<file path="src/rtl/pc_fetch_sequencer.sv">
`default_nettype none
// ============================================================================
// Module   : pc_fetch_sequencer
// Brief    : Multi-cycle fetch/execute sequencer for the LEGv8 datapath.
//            Owns the architectural PC, issues instruction-memory requests,
//            latches the fetched word, and commits PC+step or the branch
//            target once the datapath reports completion.
//            Optional macro PC_SEQ_STATS_EN adds RetiredCount / TakenCount.
// Revision : 1.0 - initial release
// ============================================================================
module pc_fetch_sequencer #(
    parameter logic [63:0] RESET_VECTOR = 64'h0,
    parameter logic [63:0] PC_STEP      = 64'd4
) (
    input  logic        CLK,
    input  logic        Reset,
    input  logic        Stall,
    output logic        ImemReq,
    output logic [63:0] ImemAddr,
    input  logic        ImemAck,
    input  logic [31:0] ImemData,
    output logic [31:0] Instruction,
    output logic        InstrValid,
    input  logic        ExecDone,
    input  logic        Branch,
    input  logic        ALUZero,
    input  logic        Uncondbranch,
    input  logic [63:0] SignExtImm64,
    output logic [63:0] CurrentPC,
    output logic        Fault
`ifdef PC_SEQ_STATS_EN
    ,
    output logic [31:0] RetiredCount,
    output logic [31:0] TakenCount
`endif
);

    typedef enum logic [1:0] {
        S_IDLE  = 2'd0,
        S_FETCH = 2'd1,
        S_EXEC  = 2'd2,
        S_FAULT = 2'd3
    } state_t;

    state_t      state;
    logic        taken;
    logic [63:0] target;
    logic [63:0] seq_pc;
    logic [63:0] next_pc;
    logic        misaligned;

    // The fetch address is the architectural PC itself, never a copy.
    assign ImemAddr = CurrentPC;

    // Next-PC selection; only meaningful in the ExecDone cycle of EXEC.
    always_comb begin
        taken      = Uncondbranch | (Branch & ALUZero);
        target     = CurrentPC + (SignExtImm64 << 2);
        seq_pc     = CurrentPC + PC_STEP;
        next_pc    = taken ? target : seq_pc;
        misaligned = (next_pc[1:0] != 2'b00);
    end

    // Sequencer state machine with registered outputs.
    always_ff @(posedge CLK) begin
        if (Reset) begin
            state       <= S_IDLE;
            CurrentPC   <= RESET_VECTOR;
            ImemReq     <= 1'b0;
            InstrValid  <= 1'b0;
            Instruction <= 32'h0;
            Fault       <= 1'b0;
`ifdef PC_SEQ_STATS_EN
            RetiredCount <= 32'h0;
            TakenCount   <= 32'h0;
`endif
        end else begin
            case (state)
                S_IDLE: begin
                    if (!Stall) begin
                        state   <= S_FETCH;
                        ImemReq <= 1'b1;
                    end
                end
                S_FETCH: begin
                    // Request stays up until acknowledged; Stall has no say here.
                    if (ImemAck) begin
                        Instruction <= ImemData;
                        ImemReq     <= 1'b0;
                        InstrValid  <= 1'b1;
                        state       <= S_EXEC;
                    end
                end
                S_EXEC: begin
                    if (ExecDone) begin
                        InstrValid <= 1'b0;
                        if (misaligned) begin
                            // PC is left pointing at the offending instruction.
                            Fault <= 1'b1;
                            state <= S_FAULT;
                        end else begin
                            CurrentPC <= next_pc;
`ifdef PC_SEQ_STATS_EN
                            RetiredCount <= RetiredCount + 32'd1;
                            if (taken) begin
                                TakenCount <= TakenCount + 32'd1;
                            end
`endif
                            if (!Stall) begin
                                state   <= S_FETCH;
                                ImemReq <= 1'b1;
                            end else begin
                                state <= S_IDLE;
                            end
                        end
                    end
                end
                S_FAULT: begin
                    // Sticky until Reset.
                    Fault      <= 1'b1;
                    ImemReq    <= 1'b0;
                    InstrValid <= 1'b0;
                end
                default: begin
                    state <= S_IDLE;
                end
            endcase
        end
    end

endmodule
`default_nettype wire
</file>
<file path="config.mk">
export PLATFORM = sky130hd
export DESIGN_NAME = pc_fetch_sequencer
export DESIGN_NICKNAME = d
export VERILOG_FILES = /design/src/rtl/pc_fetch_sequencer.sv
export SDC_FILE = /design/constraint.sdc
export NUM_CORES = 1
export LEC_CHECK = 0
export BUFFER_PORTS_ARGS = -buffer_cell sky130_fd_sc_hd__clkbuf_2
export CAP_MARGIN = 30
export CORE_AREA = 2 2 154 156
export CTS_BUF_LIST = sky130_fd_sc_hd__clkbuf_8
export CTS_CLUSTER_SIZE = 25
export DETAILED_ROUTE_END_ITERATION = 12
export DIE_AREA = 0 0 156 158
export GPL_TIMING_DRIVEN = 1
export PLACE_DENSITY = 0.62
export SLEW_MARGIN = 10
export SYNTH_ARGS = -nofsm -noshare
export SYNTH_HDL_FRONTEND = slang
export SYNTH_SLANG_ARGS = --single-unit
export TNS_END_PERCENT = 30
</file>
<file path="constraint.sdc">
create_clock -name CLK -period 5.6 [get_ports CLK]
set_clock_uncertainty 0.2 [all_clocks]
set_input_delay 0.56 -clock CLK [delete_from_list [all_inputs] [get_ports CLK]]
set_output_delay 0.56 -clock CLK [all_outputs]
set_load 0.005 [all_outputs]
</file>
==> results.json <==
{
  "worstHoldPathType": "in2reg",
  "async_reset_ff_frac": 0,
  "nFillCells": 2481,
  "layout-drive-gt1-share": 0.243,
  "worst_pin_slew_ps": 906,
  "cts_resized": 0,
  "gp_congestion": 0.864,
  "finalSetupTns_ps": 0,
  "first_iter_violations": 442,
  "gr-total-overflow": 0,
  "crit_fanout": 45,
  "die_h_um": 158,
  "start_util": 0.345,
  "power.leakage_nw": 4.41,
  "pwr-share-comb": 0.203,
  "clock-sinks": 99,
  "swShare": 0.337,
  "critPathSlowestCell": "or4_1",
  "rsz0062_at_grt": "false",
  "cp_data_required_time_ps": 5700,
  "hold_buffers": 0,
  "viasPerCell": 5.16,
  "tritoncts": "done",
  "core_area_um2": 23100,
  "hold_end": "Instruction[26]$_SDFFE_PP0P_",
  "synth_top_area_cell": "dfxtp_1",
  "rrSetupSlack_ps": 1760,
  "final_antenna_net_count": 0,
  "dp_hpwl_um": 18300,
  "fin_crit_sh": 0.791,
  "final_common_cell": "clkbuf_2",
  "grt_max_degree": 54,
  "routedWlPerCell_um": 15.4,
  "via_count": 7939,
  "hold_viol_final": 0,
  "synth_warnings": 0,
  "numCtsBuffers": 9,
  "min_from": "ImemData[26]",
  "synth_edf_count": 0,
  "io_pins": 267,
  "crit_arrival_ps": 4530,
  "internal_power_mw": 1.04,
  "rr_endpoint": "CurrentPC[60]$_SDFFE_PP0P_",
  "post_cts_buffers": 0,
  "p_sw_mw": 0.527,
  "dieArea_um2": 24600,
  "r2r_cells": 10,
  "slew_viol_final": 0,
  "n_antenna_cell": 0,
  "seq_power_share": 0.473,
  "ys_ff_latch": 99,
  "clkPwrFrac": 0.324,
  "critPathLaunchType": "input port",
  "p_per_area_nw_per_um2": 170,
  "multi_input_area_um2": 5190,
  "clkLatencyLatePin_ps": 400,
  "syn_area_um2": 7940,
  "ys.flop_type": "dfxtp_1",
  "status": "completed",
  "fin_nets": 1411,
  "max-cap-violations": 0,
  "synthCells": 1092,
  "cp-end-kind": "flop",
  "dr.pass1.iters": 4,
  "io_buffer_count": 260,
  "crit_type": "in2reg",
  "clk_path_buf_depth": 2,
  "drt_wl_total_um": 23700,
  "clkTransAtPathRegs_ps": 130,
  "antenna_found_initial": 0,
  "synth_area_leaders": "dfxtp_1, nand2_1, ha_1, a21oi_1, buf_4",
  "hold_path_depth": 3,
  "clock.fmax_ghz": 0.226,
  "power_mw": 1.57,
  "syn2layout_area_growth_pct": 16.0,
  "final_cell_mix": "clkbuf_2, nand2_1, a21oi_1, dfxtp_1, nor2b_1",
  "ys_seq_area_frac": 0.249,
  "ir_drop_mv": 0.0946,
  "syn_area_per_cell_um2": 7.27,
  "grt_pass1_vias": 7411,
  "root_buffer": "clkbuf_8",
  "grt_pass1_wl_um": 37400,
  "fp.dieW_um": 156,
  "remaining_drc_errors": 0,
  "synth_cell_types": 61,
  "synth_top_area_share": 0.249,
  "worst_r2r_startpoint": "CurrentPC[40]$_SDFFE_PP0P_",
  "h-tree-depth": 3,
  "rows": 56,
  "max_stage_delay_ps": 620,
  "grt_usage": 0.187,
  "crit_chain": "clkbuf_2 -> a21oi_4 -> buf_12 -> nor2b_1 -> ha_1 -> nand4_2 -> or4_1 -> or4_4 -> o41ai_2 -> o21a_4 -> a41oi_4 -> o41a_1 -> o21ai_0 -> nand3_1",
  "finalCriticalPeriod_ps": 4430,
  "setup_viol": 0,
  "seq_area_um2": 1980,
  "relSlewSlack": 0.396
}
==> layer usage <==
metal  part of all wire  global-route usage
met5                  0                   0
met4              0.016              0.0454
met3              0.046              0.0309
met2               0.47               0.314
met1               0.47               0.251
==> stage by stage <==
step                cells  utilization  hold slack (ps)  area, um2  setup WS (ps)
floorplan            1095            -              253       7960           1350
global placement     1522        0.388              242       8950            738
detailed placement   1524        0.390              246       8990            712
CTS                  1540        0.400              135       9210           1170
global route         1540        0.400              128       9210            965
finish               1540        0.400              164       9210           1170
==> area by class of cell <==
class,count,share of cell area
Sequential cell,99,0.215
Multi-Input combinational cell,851,0.563
Inverter,17,0.00693
Clock inverter,7,0.0102
Clock buffer,9,0.0134
Timing Repair Buffer,267,0.152
Tap cell,290,0.0394
==> synthesized netlist by cell type, drive strengths merged, types with 3 or more instances <==
cell type and n:
nand2 209, a211o 5, nor3 12, o31ai 3, a221oi 3, a211oi 12
and4 3, xnor2 30, nand4 21, clkbuf 55, dfxtp 99, buf 73
ha 61, or4 4, nor4 4, and3 3, or2 6, inv 17
nand2b 10, o21a 9, nor2 51, o211ai 4, o21bai 13, a31oi 10
o21ai 43, a21o 33, or3 7, a21oi 143, nand3 31, xor2 18
nor2b 67
==> critical path, delay by kind of cell <==
| family | cells | cell delay [ps] |
|---|---|---|
| simple gates | 5 | 1410 |
| fa+ha+maj | 1 | 450 |
| compound gates | 6 | 1680 |
| buf+inv | 2 | 390 |
==> how the worst max path moves through the flow <==
stage,from,end,slack [ps],cells after the start
after floorplan,Branch,CurrentPC[60]$_SDFFE_PP0P_,1350,14
after global placement,Branch,CurrentPC[60]$_SDFFE_PP0P_,740,14
after detailed placement,Branch,CurrentPC[60]$_SDFFE_PP0P_,710,14
after CTS,Branch,CurrentPC[60]$_SDFFE_PP0P_,1170,14
after global routing,Branch,CurrentPC[60]$_SDFFE_PP0P_,960,14
final,Branch,CurrentPC[60]$_SDFFE_PP0P_,1170,14
==> cell families (layout without fill, tap and decap cells) <==
group                    count (synthesis)  count (layout)  share of synthesized area
AO/OA/AOI/OAI                          303             303                      0.238
XOR/XNOR                                48              48                     0.0529
adder cells (fa/ha/maj)                 62              62                     0.0986
buffers and inverters                  145             300                      0.101
flip-flops                              99              99                      0.249
multiplexers                             2               2                    0.00268
other                                    1               4                   0.000472
AND/OR/NAND/NOR                        432             432                      0.256
==> registers in the layout (all words and copies together) (netlist names) <==
| register | flops |
|---|---|
| Fault | 1 |
| ImemReq | 1 |
| state | 2 |
| CurrentPC | 62 |
| Instruction | 32 |
| InstrValid | 1 |
==> power groups by stage <==
stage	combinational (mW)	sequential (mW)	clock [mW]
after global placement	0.311	0.756	0
after floorplan	0.214	0.754	0
final	0.319	0.740	0.508
after detailed placement	0.318	0.757	0
after CTS	0.319	0.741	0.530
after global routing	0.355	0.744	0.557
Note: power is estimated with default switching activity, not from simulation.
